## src/rtl/stopwatch_bcd.sv

```systemverilog
// stopwatch_bcd
//   Start/stop/clear stopwatch counting MM:SS in BCD from a slow divided
//   clock (tick_in) that is sampled as a plain level on the system clock.
//   Every TICKS_PER_SEC rising edges of tick_in advance the time by one
//   second while running.
//
// Parameters
//   TICKS_PER_SEC  tick_in rises per counted second (>= 1)
//
// Ports
//   clk         system clock, all state changes on its rising edge
//   rst         asynchronous reset, active low
//   tick_in     divided clock level from the counter stage (asynchronous)
//   start_stop  one-cycle pulse, toggles run/pause (IDLE starts running)
//   clear       one-cycle pulse, back to 00:00 and IDLE
//   sec_ones    BCD seconds units   (0-9)
//   sec_tens    BCD seconds tens    (0-5)
//   min_ones    BCD minutes units   (0-9)
//   min_tens    BCD minutes tens    (0-5)
//   running     high while in RUN
//   rollover    one-cycle pulse on 59:59 -> 00:00
//
// Optional feature (macro STOPWATCH_LAP_HOLD_EN)
//   lap         one-cycle pulse, toggles display hold in RUN or PAUSE
//   lap_held    high while the displayed digits are frozen
//
// state | meaning
// ------+--------------------------------------------------
// IDLE  | stopped at 00:00, ticks ignored
// RUN   | counting ticks
// PAUSE | stopped, digits and partial second held

module stopwatch_bcd #(
  parameter int TICKS_PER_SEC = 10
) (
  input  logic       clk,
  input  logic       rst,
  input  logic       tick_in,
  input  logic       start_stop,
  input  logic       clear,
`ifdef STOPWATCH_LAP_HOLD_EN
  input  logic       lap,
  output logic       lap_held,
`endif
  output logic [3:0] sec_ones,
  output logic [2:0] sec_tens,
  output logic [3:0] min_ones,
  output logic [2:0] min_tens,
  output logic       running,
  output logic       rollover
);

  localparam int PW = (TICKS_PER_SEC > 1) ? $clog2(TICKS_PER_SEC) : 1;
  localparam logic [PW-1:0] PRESC_MAX = PW'(TICKS_PER_SEC - 1);

  typedef enum logic [1:0] {
    IDLE  = 2'd0,
    RUN   = 2'd1,
    PAUSE = 2'd2
  } state_t;

  state_t          state_q, state_n;
  logic            s1, s2, s3;
  logic            tick_rise;
  logic [PW-1:0]   presc_q, presc_n;
  logic [3:0]      so_q, so_n;
  logic [2:0]      st_q, st_n;
  logic [3:0]      mo_q, mo_n;
  logic [2:0]      mt_q, mt_n;
  logic            roll_n;

  // Two flops resynchronise tick_in; s3 remembers the previous level so one
  // rise of tick_in yields exactly one single-cycle tick_rise.
  always_ff @(posedge clk or negedge rst) begin
    if (!rst) begin
      s1 <= 1'b0;
      s2 <= 1'b0;
      s3 <= 1'b0;
    end else begin
      s1 <= tick_in;
      s2 <= s1;
      s3 <= s2;
    end
  end

  assign tick_rise = s2 & ~s3;

  always_ff @(posedge clk or negedge rst) begin
    if (!rst) begin
      state_q  <= IDLE;
      presc_q  <= '0;
      so_q     <= '0;
      st_q     <= '0;
      mo_q     <= '0;
      mt_q     <= '0;
      running  <= 1'b0;
      rollover <= 1'b0;
    end else begin
      state_q  <= state_n;
      presc_q  <= presc_n;
      so_q     <= so_n;
      st_q     <= st_n;
      mo_q     <= mo_n;
      mt_q     <= mt_n;
      running  <= (state_n == RUN);
      rollover <= roll_n;
    end
  end

  // Clear wins over everything. In RUN a tick is counted using the current
  // state, so a tick arriving with start_stop still lands before the pause.
  always_comb begin
    state_n = state_q;
    presc_n = presc_q;
    so_n    = so_q;
    st_n    = st_q;
    mo_n    = mo_q;
    mt_n    = mt_q;
    roll_n  = 1'b0;
    if (clear) begin
      state_n = IDLE;
      presc_n = '0;
      so_n    = '0;
      st_n    = '0;
      mo_n    = '0;
      mt_n    = '0;
    end else begin
      if (state_q == RUN && tick_rise) begin
        if (presc_q == PRESC_MAX) begin
          presc_n = '0;
          if (so_q == 4'd9) begin
            so_n = 4'd0;
            if (st_q == 3'd5) begin
              st_n = 3'd0;
              if (mo_q == 4'd9) begin
                mo_n = 4'd0;
                if (mt_q == 3'd5) begin
                  mt_n   = 3'd0;
                  roll_n = 1'b1;
                end else begin
                  mt_n = mt_q + 3'd1;
                end
              end else begin
                mo_n = mo_q + 4'd1;
              end
            end else begin
              st_n = st_q + 3'd1;
            end
          end else begin
            so_n = so_q + 4'd1;
          end
        end else begin
          presc_n = presc_q + PW'(1);
        end
      end
      if (start_stop) begin
        case (state_q)
          IDLE:    state_n = RUN;
          RUN:     state_n = PAUSE;
          PAUSE:   state_n = RUN;
          default: state_n = IDLE;
        endcase
      end
    end
  end

`ifdef STOPWATCH_LAP_HOLD_EN
  logic held_q, held_n;

  always_comb begin
    held_n = held_q;
    if (clear) begin
      held_n = 1'b0;
    end else if (lap && (state_q == RUN || state_q == PAUSE)) begin
      held_n = ~held_q;
    end
  end

  // The display registers follow the next live count unless hold is in
  // effect after this edge; on entering hold they simply keep the value they
  // already show, which is the live count at the moment lap arrived.
  always_ff @(posedge clk or negedge rst) begin
    if (!rst) begin
      held_q   <= 1'b0;
      sec_ones <= '0;
      sec_tens <= '0;
      min_ones <= '0;
      min_tens <= '0;
    end else begin
      held_q <= held_n;
      if (!held_n) begin
        sec_ones <= so_n;
        sec_tens <= st_n;
        min_ones <= mo_n;
        min_tens <= mt_n;
      end
    end
  end

  assign lap_held = held_q;
`else
  assign sec_ones = so_q;
  assign sec_tens = st_q;
  assign min_ones = mo_q;
  assign min_tens = mt_q;
`endif

endmodule
```

## config.mk

```make
export PLATFORM = sky130hd
export DESIGN_NAME = stopwatch_bcd
export DESIGN_NICKNAME = d
export VERILOG_FILES = /design/src/rtl/stopwatch_bcd.sv
export SDC_FILE = /design/constraint.sdc
export NUM_CORES = 1
export LEC_CHECK = 0
export BUFFER_PORTS_ARGS = -buffer_cell sky130_fd_sc_hd__buf_2
export CAP_MARGIN = 20
export CORE_UTILIZATION = 50
export CTS_CLUSTER_SIZE = 20
export DETAILED_ROUTE_END_ITERATION = 10
export HOLD_SLACK_MARGIN = 0.15
export PLACE_DENSITY = 0.72
export SLEW_MARGIN = 25
export SYNTH_ARGS = -nofsm -noshare
export SYNTH_HDL_FRONTEND = slang
export SYNTH_SLANG_ARGS = --single-unit
export TNS_END_PERCENT = 50
```

## constraint.sdc

```tcl
create_clock -name clk -period 4.51 [get_ports clk]
set_input_delay 0.2255 -clock clk [delete_from_list [all_inputs] [get_ports clk]]
set_output_delay 0.2255 -clock clk [all_outputs]
set_load 0.02 [all_outputs]
```

==> Word-level counts from Yosys, hierarchy flattened <==
Index checks and enable logic that the tools add are counted.
{ "totals": {"elab_cells": 73, "inputBits": 5, "output_inout_bits": 16, "regBits": 25} }
{ "op_classes": {"n_eq_ne": 8, "muxes": 35, "reduce_logical": 12, "n_addsub": 5, "n_bitwise": 2} }
{ "ops": {"columns": ["cell", "n"], "rows": [
  ["4-bit two-way mux", 13],
  ["3-bit two-way mux", 12],
  ["4-bit by 1-bit adder with 4-bit output, second input constant", 3],
  ["4-bit equality test, second input constant", 3],
  ["2-bit nonzero test", 5],
  ["1-bit two-way mux", 7],
  ["3-bit by 1-bit adder with 3-bit output, second input constant", 2],
  ["3-bit equality test, second input constant", 2],
  ["5-bit AND reduction", 1],
  ["2-bit by 1-bit equality test with 1-bit output, second input constant", 2],
  ["2-bit two-way mux", 2],
  ["2-bit case mux with 2 select lines", 1],
  ["4-bit AND reduction", 1],
  ["3-bit AND reduction", 1],
  ["2-bit equality test, second input constant", 1],
  ["2-bit zero test", 1],
  ["2-bit AND reduction", 1],
  ["2-bit OR reduction", 1],
  ["1-bit bitwise AND", 1],
  ["1-bit logical AND", 1],
  ["1-bit inverter", 1]
]} }

==> Logic depth before layout (Yosys ltp) <==
Gate-level depths: netlist of the first run.
{ "depth": {"word_depth": 8, "depth_mapped": 7} }

==> Worst setup path before layout of the first run <==
No wires, ideal clock.
{ "synth_timing": {"kind": "register to register", "from": "reg so_q[0], in the netlist sec_ones[0]", "to": "reg mo_q[2], in the netlist min_ones[2]", "n_path_buf": 1, "arrival_time_ns": 2.042, "setup_slack_ns": 2.390, "path_stages_with_launch": 7, "path_cell_list": "dfrtp_1 > ha_1 > nand4b_1 > or4_1 > clkbuf_1 > or4_1 > a21oi_1"} }
{ "synth_via": {"elab_chain_len": 3} }
{ "synth_rtl": {"columns": ["item", "line", "text"], "rows": [
  ["start: declaration", "66", "logic [3:0] so_q, so_n;"],
  ["start signal: assignment", "101", "so_q <= so_n;"],
  ["4-bit equality test", "131", "if (so_q == 4'd9) begin"],
  ["2-bit nonzero test (no line)", null, null],
  ["4-bit AND reduction (no line)", null, null],
  ["end signal: assignment", "103", "mo_q <= mo_n;"],
  ["end: declaration", "68", "logic [3:0] mo_q, mo_n;"]
]} }
Every way passes these cells.
A chain may end at the register's enable or synchronous reset.

==> Worst setup path after layout of the first run <==
{ "layout_timing": {"from": "reg so_q[1], in the netlist sec_ones[1]", "to": "reg mo_q[2], in the netlist min_ones[2]"} }
The elaborated chain is that of the path after synthesis.

==> results of run 1 <==
-- stage by stage --
step           cell area, sq um  utilization (%)  cells  worst slack, ps
4_1_cts                    1421            61.87    175             2289
3_3_place_gp               1371            59.70    169             2403
5_1_grt                    1421            61.87    175             2137
3_5_place_dp               1371            59.70    169             2306
6_report                   1421            61.87    175             2298
2_1_floorplan              1266                -    125             2390
-- kinds of logic (layout without fill, tap and decap cells) --
| group | count (synthesis) | count (layout) | share of synthesized area [%] |
|---|---|---|---|
| xor+xnor | 2 | 2 | 1.384 |
| buf+inv | 8 | 30 | 3.557 |
| flops | 25 | 25 | 49.41 |
| mux | 5 | 5 | 4.150 |
| simple gates | 55 | 55 | 25.49 |
| fa+ha+maj | 6 | 6 | 5.929 |
| compound gates | 24 | 24 | 10.08 |
-- worst min-delay path: cells and delay by family --
| kind | cells | cell delay (ps) |
|---|---|---|
| XOR/XNOR | 1 | 80 |
| buffers and inverters | 1 | 110 |
| AND/OR/NAND/NOR | 1 | 80 |
-- power groups by stage --
stage,Clock [uW],Combinational (uW),Sequential [uW]
floorplan,0,12.0,236
global placement,0,21.0,235
detailed placement,0,21.4,236
CTS,105,22.8,232
global route,116,25.0,232
finish,103,22.1,232
-- cells in the final DEF, fill, tap and decap left out, drive strengths merged --
cell type	instances
a21oi	12
and2	2
clkinvlp	1
or4	5
xnor2	1
mux2	2
dlygate4sd3	2
buf	20
nor4	1
nor2	12
mux2i	3
nand2	9
xor2	1
and3b	2
dfrtp	25
nand3b	3
o41ai	2
o21ai	10
or4b	1
nand3	3
or3	4
nand4b	1
ha	6
nor3	7
nor2b	1
clkbuf	3
nand4bb	1
and4bb	1
nand2b	1
inv	4
nor3b	1
-- Yosys cell counts (all sizes together) (2+ instances only) --
cell,number,area share (%)
ha,6,5.9
nor2,12,3.6
and3b,2,1.4
buf,2,1.8
or3,4,2.0
inv,4,1.2
clkbuf,2,0.59
o21ai,10,4.0
and2,2,0.99
or4,5,3.4
dfrtp,25,49
o41ai,2,1.4
nand3,3,1.2
a21oi,12,4.7
nor3,7,2.8
mux2,2,1.8
mux2i,3,2.4
nand3b,3,1.8
nand2,9,2.7
-- what timing repair did --
item | CTS | global route
setup buffers | 0 | 0
hold endpoints to repair | 26 | 0
hold buffers | 2 | 0
-- area by class of cell --
type | count | share of cell area (%)
repair buffers | 22 | 8.451
multi-input cells | 92 | 41.90
inverters | 4 | 1.056
clock inverters | 1 | 0.5282
clock buffers | 3 | 1.585
well taps | 28 | 2.465
flip-flops and latches | 25 | 44.01
-- registers in the layout, indices dropped and copies added, names as in the netlist, 2 cells and up --
| register | flops |
|---|---|
| state_q | 2 |
| sec_ones | 4 |
| min_tens | 3 |
| presc_q | 4 |
| sec_tens | 3 |
| min_ones | 4 |
-- worst max path at each step --
stage	slack (ps)	end	cells past startpoint	start
2_1_floorplan	2390	min_ones[2]	6	sec_ones[0]
3_3_place_gp	2400	min_ones[2]	6	sec_ones[1]
3_5_place_dp	2310	min_ones[2]	6	sec_ones[1]
4_1_cts	2290	min_ones[2]	6	sec_ones[1]
5_1_grt	2140	min_ones[2]	6	sec_ones[1]
6_report	2300	min_ones[2]	6	sec_ones[1]
-- layer usage --
| layer | part of all wire (%) | vias up | global-route usage [%] |
|---|---|---|---|
| li1 | - | 497 | - |
| met1 | 50 | 471 | 24.21 |
| met2 | 45 | 24 | 32.28 |
| met3 | 3.9 | 2 | 4.058 |
| met4 | 0.61 | 0 | 6.579 |
| met5 | 0 | - | 0 |
==> results_dict.tcl, run 1 <==
set metrics [dict create \
    ys_warn_count 0 \
    path_cells "inv_1 > ha_1 > nand4b_1 > or4_1 > or4_1 > a21oi_1" \
    cts_root_buffer "clkbuf_4" \
    reg2reg_depth 6 \
    cts_tree "yes" \
    clk_latency_ps 320 \
    num-fill-cells 208 \
    outcome "finished, final reports clean" \
    synth_edf_count 0 \
    min_period_ps 2212 \
    io_buffers 20 \
    rrSetupSlack_ps 2300 \
    diodes 0 \
    fmax_mhz 452.1 \
    switching_share_pct 24.28 \
    rsz0062_at_grt "false" \
    ys_async_sr_fraction_pct 100.0 \
    synth_area_sq_um 1266 \
    hold_depth 3 \
    yosysUniqueCellTypes 31 \
    tightestPinTransition_ps 540.9 \
    syn_nets 136 \
    final_nets 159 \
    setup_viol 0 \
    crit_family "simple AND/OR/NAND/NOR gates" \
    whs_ps 200.0 \
    cap_violations 0 \
    synthCells 125 \
    finalClockSkew_ps 6.997 \
    hold_end "state_q[0]" \
    die-height_um 52.33 \
    synth-main-ff-cell "dfrtp_1" \
    worst-path-max-fanout 10 \
    crit_path_start_kind "flop" \
    crit_buf_inv 1 \
    drive_above_1_share_pct 20.41 \
    slew_headroom_pct 63.94 \
    cpPeakStageDelay_ps 670 \
    grt_pass1_vias 933 \
    row_count 17 \
    drt_iter0_drc 13 \
    p_int_uw 269.9 \
    via_count 994 \
    cts.sinks 25 \
    p_seq_share_pct 65.0 \
    critPathKind "flop to flop" \
    finalPower_uw 356.5 \
    ant_nets 0 \
    routed_wl_um 2311 \
    grt_pass1_wl_um 3912 \
    core_sq_um 2297 \
    hold_violations 0 \
    critPathMostFrequentCell "or4_1" \
    r2r_end "min_ones[2]" \
    slew_violations 0 \
    multiInputGateArea_sq_um 595.6 \
    cts_inserted_buffers 3 \
    worst_ep_arrival_time_ps 2470 \
    grt-ovfl-total 0 \
    max-vdd-ir-drop_uv 234.9 \
    cts_resized 0 \
    cp_slowest_cell "or4_1" \
    grt_max_degree 26 \
    finalCritPeriodShare_pct 49.04 \
    avgSynthCellArea_sq_um 10.13 \
    initial_core_util_pct 55.12 \
    dieWidth_um 52.33 \
    drc 0 \
    r2r-start "sec_ones[1]" \
    grt_usage_pct 19.19 \
    die_area_sq_um 2738 \
    areaGrowthSynthToFinish_pct 12.25 \
    hp-start "start_stop" \
    cp-end-kind "flop" \
    avgViaCountPerCell 5.680 \
    combPwrFrac_pct 6.2 \
    ys_seq_area_share_pct 49.41 \
    clockPowerShare_pct 28.8 \
    antenna_found_initial 0 \
    firstDrtPassIters 4 \
    register_area_sq_um 625.6 \
    cts_max_level 1 \
    hpwl_um 1652 \
    ios 21 \
    netSwitchingPower_uw 86.56 \
    synth_seq_cells 25 \
    power_density_nw_per_um2 250.8 \
    post_drt_wl_per_cell_um 13.21 \
    cts.path.max_buffers 2 \
    worstPathRequired_ps 4770 \
    place_congestion 0.7727 \
    hold_class "primary input to flop" \
    path_clk_slew_ps 150 \
    tns_ps 0 \
    leakage_uw 0.0006409 \
]
Power figures use the tool's default switching activity.
==> run 2: changes to the inputs <==
Settings changed: ABC_AREA from default to 1, PLACE_DENSITY 0.72 to 0.71.
Clock period 4.51 ns to 2.1 ns, I/O delays scaled along.
==> run 2 against run 1 <==
Cell count grew 29%. Non-clock buffer count grew 2. Clock skew is essentially flat. First-iteration DRC count grew to 3.5 times the previous value. Hold slack gained 83 ps. Core utilization grew 0.11 points. Critical path type unchanged.
==> results_dict.tcl, run 2 <==
set metrics [dict create \
    reg_top3 "min_ones (4), presc_q (4), sec_ones (4)" \
    r2r_end "min_ones[1]" \
    yosysTopAreaCell "dfrtp_1" \
    synthTopCellsByCount "45 x nand2_1, 25 x dfrtp_1, 19 x inv_1, 19 x nor2_1, 10 x nand3_1" \
    grt_usage_pct 18.36 \
    final_util_pct 61.99 \
    synth_top_cells_by_area "dfrtp_1 44%, nand2_1 12%, ha_1 5.3%" \
    layout_common_cells "45 x nand2_1, 25 x dfrtp_1, 20 x buf_2, 19 x inv_1, 19 x nor2_1" \
    rrSetupSlack_ps 630 \
    place_congestion 0.7636 \
    areaGrowthSynthToFinish_pct 12.27 \
    synth-main-ff-cell "dfrtp_1" \
    slew_headroom_pct 62.15 \
    worstPathRequired_ps 2340 \
    max-vdd-ir-drop_uv 435.2 \
    setup_viol 0 \
    worst_ep_arrival_time_ps 1710 \
    yosysUniqueCellTypes 28 \
    ant_nets 0 \
    ys_async_sr_fraction_pct 100.0 \
    hpwl_um 1891 \
    dieWidth_um 55.25 \
    cts_resized 0 \
    r2r-start "sec_ones[1]" \
    design_area_sq_um 1592 \
    synth_top_area_share_pct 44.13 \
    diodes 0 \
    routed_wl_um 2576 \
    leakage_uw 0.0008493 \
    final_common_cell "nand2_1" \
    initial_core_util_pct 55.21 \
    gr-usage-met3_pct 2.576 \
    fmax_mhz 680.5 \
    synth_area_sq_um 1418 \
    crit_path_start_kind "flop" \
    cts_inserted_buffers 3 \
    grt-ovfl-total 0 \
    grt_pass1_vias 1091 \
    antenna_found_initial 0 \
    clk_latency_ps 320 \
    grt_util_met1_pct 24.70 \
    die_area_sq_um 3052 \
    synth_seq_cells 25 \
    synth_edf_count 0 \
    finalClockSkew_ps 6.887 \
    whs_ps 283.1 \
    hold_violations 0 \
    via_count 1157 \
    cp-end-kind "flop" \
    io_buffers 20 \
    path_clk_slew_ps 140 \
    grt_util_met2_pct 29.09 \
    tns_ps 0 \
    finalCritPeriodShare_pct 69.97 \
    ios 21 \
    drt_iter0_drc 45 \
    crit_path_end "min_ones[1]" \
    synth_most_common_cell "nand2_1" \
    reg2reg_depth 9 \
    firstDrtPassIters 4 \
    slew_violations 0 \
    ys_warn_count 0 \
    rsz0062_at_grt "false" \
    synthCells 169 \
    drive_above_1_share_pct 20.51 \
    min_period_ps 1469 \
    cts_root_buffer "clkbuf_4" \
    startpoint "sec_ones[1]" \
    power_density_nw_per_um2 695.0 \
    syn_nets 180 \
    final_nets 207 \
    avgSynthCellArea_sq_um 8.388 \
    finalPower_uw 1106 \
    grt_pass1_wl_um 4560 \
    outcome "finished, final reports clean" \
    cts.path.max_buffers 2 \
    worst-path-max-fanout 10 \
    tightestPinTransition_ps 567.7 \
    core_sq_um 2567 \
    row_count 18 \
    cap_violations 0 \
    die-height_um 55.25 \
    post-cts-setup-buffers 0 \
    post_drt_wl_per_cell_um 11.45 \
    avgViaCountPerCell 5.142 \
    ys_seq_area_share_pct 44.13 \
    cts_tree "yes" \
    grt_max_degree 26 \
    grt-busiest-layer "met2" \
    cts_max_level 1 \
    hold_class "primary input to async pin" \
    place_area_sq_um 1524 \
    critPathKind "flop to flop" \
    cts.sinks 25 \
    drc 0 \
]
run 2: changes by cell type after synthesis, moves of 6 or more:
cell / delta
inv_1: +15
nand2_1: +36
nand4_1: +6
nand3_1: +7
a21oi_1: -9
nor2_1: +7
run 2: power breakdown:
group          internal, uW  switching, uW
registers               532           66.3
logic                   105            183
clock network          71.4            148
run 2: cells by family after synthesis:
family | Yosys count | share of synthesized area (%)
buffers and inverters | 22 | 7.855
and+or+nand+nor | 98 | 34.69
muxes | 1 | 0.7061
xor gates and xnor gates | 3 | 1.854
DFF | 25 | 44.13
adders and majority gates | 6 | 5.296
AOI/OAI and AO/OA | 14 | 5.473
run 2: cell type report:
type / instances / area (sq um)
clock buffer: 3 / 22.52
clock inverter: 1 / 5.005
fill: 233 / 975.9
inverter: 20 / 80.08
multi-input combinational: 122 / 680.7
sequential: 25 / 625.6
tap: 30 / 37.54
timing repair buffer: 24 / 140.1
run 2: per-stage QoR:
stage | setup slack (ps) | std cells
6_report | 630.5 | 225
5_1_grt | 482.9 | 225
4_1_cts | 611.8 | 225
3_5_place_dp | 630.6 | 217
3_3_place_gp | 649.3 | 217
2_1_floorplan | 646.1 | 169
run 2: per-layer routing:
metal | routed length, um | up-vias
met5 | 0 | -
li1 | - | 592
met2 | 1195 | 23
met3 | 96 | 4
met1 | 1258 | 538
met4 | 25 | 0
run 2: worst min-delay path by stage:
stage          from           to  slack, ps  cells after the start
3_3_place_gp    rst      running        130                      1
3_5_place_dp    rst      running        140                      1
5_1_grt         rst      running        330                      2
4_1_cts         rst      running        310                      2
6_report        rst      running        280                      2
2_1_floorplan   rst  min_ones[0]       -190                      0
run 2: repair_timing:
item                       CTS  global route
setup endpoints to repair    0             0
hold buffers                 4             0
hold endpoints to repair    28             0
run 2: critical path, stage by stage (launching register included):
cell     delay [ps]
dfrtp_1         450
inv_1            90
ha_1            160
nand3_2         120
nand2_2         140
nand2_4          80
nor2_8          170
nand2_4          80
nand2_1          60
nand2_1          50
==> run 3: changes to the inputs <==
Settings changed: ABC_AREA 1 to 0, CORE_UTILIZATION 50 to 49, PLACE_DENSITY 0.71 to 0.74.
Clock period 2.1 ns to 1.29 ns, I/O delays scaled along.
==> run 3 against run 2 <==
The run now ends with negative setup slack left. Global-route usage increased by 5.8 points. Sequential share of layout area fell by 4.1 points. Non-clock buffer count grew 32. First-iteration DRC count is 44% lower. Hold slack worse by 41 ps. Register-to-register slack worse by 1300 ps. Core utilization up 11 points. Via count rose by 2.1%. Largest power group unchanged.
==> results_dict.tcl, run 3 (synthesis results as in run 1) <==
set metrics [dict create \
    clk_latency_ps 330 \
    grt_pass1_vias 1084 \
    r2r_end "min_ones[2]" \
    drive_above_1_share_pct 44.51 \
    worst-path-max-fanout 5 \
    leakage_uw 0.0008443 \
    outcome "finished with violations" \
    grt_usage_pct 24.14 \
    cts_max_level 1 \
    slew_headroom_pct 62.08 \
    ant_nets 0 \
    fin_cells 212 \
    cts_root_buffer "clkbuf_4" \
    cap_violations 0 \
    r2r-start "presc_q[1]" \
    antenna_found_initial 0 \
    whs_ps 241.8 \
    multiInputGateArea_sq_um 686.9 \
    rrSetupSlack_ps -710 \
    tightestPinTransition_ps 568.8 \
    worst_ep_arrival_time_ps 2270 \
    die_area_sq_um 2792 \
    cp-end-kind "flop" \
    setup_viol 18 \
    path_clk_slew_ps 140 \
    drc 0 \
    drt_iter0_drc 25 \
    via_count 1181 \
    place_area_sq_um 1599 \
    dp_cells 200 \
    register_area_sq_um 630.6 \
    cts.path.max_buffers 2 \
    finalCritPeriodShare_pct 155.4 \
    grt_max_degree 26 \
    io_buffers 20 \
    path_cells "inv_1 > ha_2 > nand3b_1 > or4_4 > or4_4 > a21oi_2" \
    cts_tree "yes" \
    min_period_ps 2005 \
    grt-ovfl-total 0 \
    power_density_nw_per_um2 719.1 \
    reg_top3 "min_ones (4), presc_q (4), sec_ones (4)" \
    cp_slowest_cell "or4_4" \
    cpPeakStageDelay_ps 590 \
    hpwl_um 1933 \
    post_drt_wl_per_cell_um 13.83 \
    core_sq_um 2455 \
    max-vdd-ir-drop_uv 539.9 \
    crit_path_start_kind "flop" \
    slew_violations 0 \
    initial_core_util_pct 51.58 \
    die-height_um 52.84 \
    worstPathRequired_ps 1560 \
    layout_common_cells "28 x buf_4, 21 x dfrtp_1, 20 x buf_2, 12 x nor2_1, 10 x o21ai_0" \
    violations "negative setup slack" \
    design_area_sq_um 1793 \
    num-fill-cells 181 \
    setup_slack_ps -714.8 \
    place_congestion 0.8041 \
    cts_inserted_buffers 3 \
    firstDrtPassIters 4 \
    diodes 0 \
    areaGrowthSynthToFinish_pct 41.60 \
    routed_wl_um 2932 \
    grt_pass1_wl_um 4712 \
    reg2reg_depth 6 \
    dieWidth_um 52.84 \
    hold_class "primary input to async pin" \
    final_util_pct 73.04 \
    critPathKind "flop to flop" \
    row_count 18 \
    finalClockSkew_ps 1.974 \
    rsz0062_at_grt "true" \
    ios 21 \
    final_common_cell "buf_4" \
    avgViaCountPerCell 5.571 \
    final_nets 194 \
    cts.sinks 25 \
    critPathMostFrequentCell "or4_4" \
    fmax_mhz 498.8 \
    hold_violations 0 \
]
[run 3: cell type report]
cell class	count	share of cell area, %
Multi-Input combinational cell	93	38.31
Sequential cell	25	35.17
Timing Repair Buffer	56	22.05
Tap cell	30	2.094
Clock buffer	3	1.256
Inverter	4	0.8374
Clock inverter	1	0.2791
[run 3: critical path: cells and delay by family (launching register included)]
kind	cells	cell delay (ps)
and+or+nand+nor	3	1190
buffers and inverters	1	60
adders and majority gates	1	170
AOI/OAI and AO/OA	1	140
DFF	1	400
[run 3: worst max-delay path by stage]
| stage | from | endpoint | slack (ps) | depth (start not counted) |
|---|---|---|---|---|
| CTS | min_ones[1] | min_tens[2] | -620 | 6 |
| floorplan | presc_q[1] | min_ones[2] | -720 | 7 |
| global placement | presc_q[1] | min_ones[2] | -680 | 6 |
| detailed placement | presc_q[1] | min_ones[2] | -740 | 6 |
| finish | presc_q[1] | min_ones[2] | -710 | 6 |
| global route | presc_q[1] | min_ones[2] | -760 | 6 |
[run 3: routing by layer]
metal	vias up	routed length [um]	global-route usage [%]
met3	5	122	3.768
met2	36	1477	40.51
met1	573	1259	28.55
li1	567	-	-
met4	0	73	14.91
met5	-	0	0
[run 3: power breakdown]
part / total [uW] / internal [uW] / switching (uW)
Combinational: 120 / 55.5 / 64.3
Sequential: 807 / 798 / 9.68
Clock: 362 / 117 / 246
Total: 1290 / 970 / 319
[run 3: repair_timing]
| item | 4_1_cts | 5_1_grt |
|---|---|---|
| setup buffers | 2 | 1 |
| setup endpoints to repair | 19 | 19 |
| cloned | 1 | 0 |
| endpoints found under the hold margin | 37 | 0 |
| resized for setup | 10 | 11 |
| hold buffers | 4 | 0 |
| pin swaps | 5 | 9 |
[run 3: metrics by stage]
stage	TNS, ps	setup slack, ps	total power [uW]
2_1_floorplan	-5661	-722.1	868.0
3_3_place_gp	-6200	-677.2	917.3
3_5_place_dp	-6956	-735.9	921.2
4_1_cts	-6901	-620.2	1292
5_1_grt	-8661	-763.4	1340
6_report	-6959	-714.8	1289
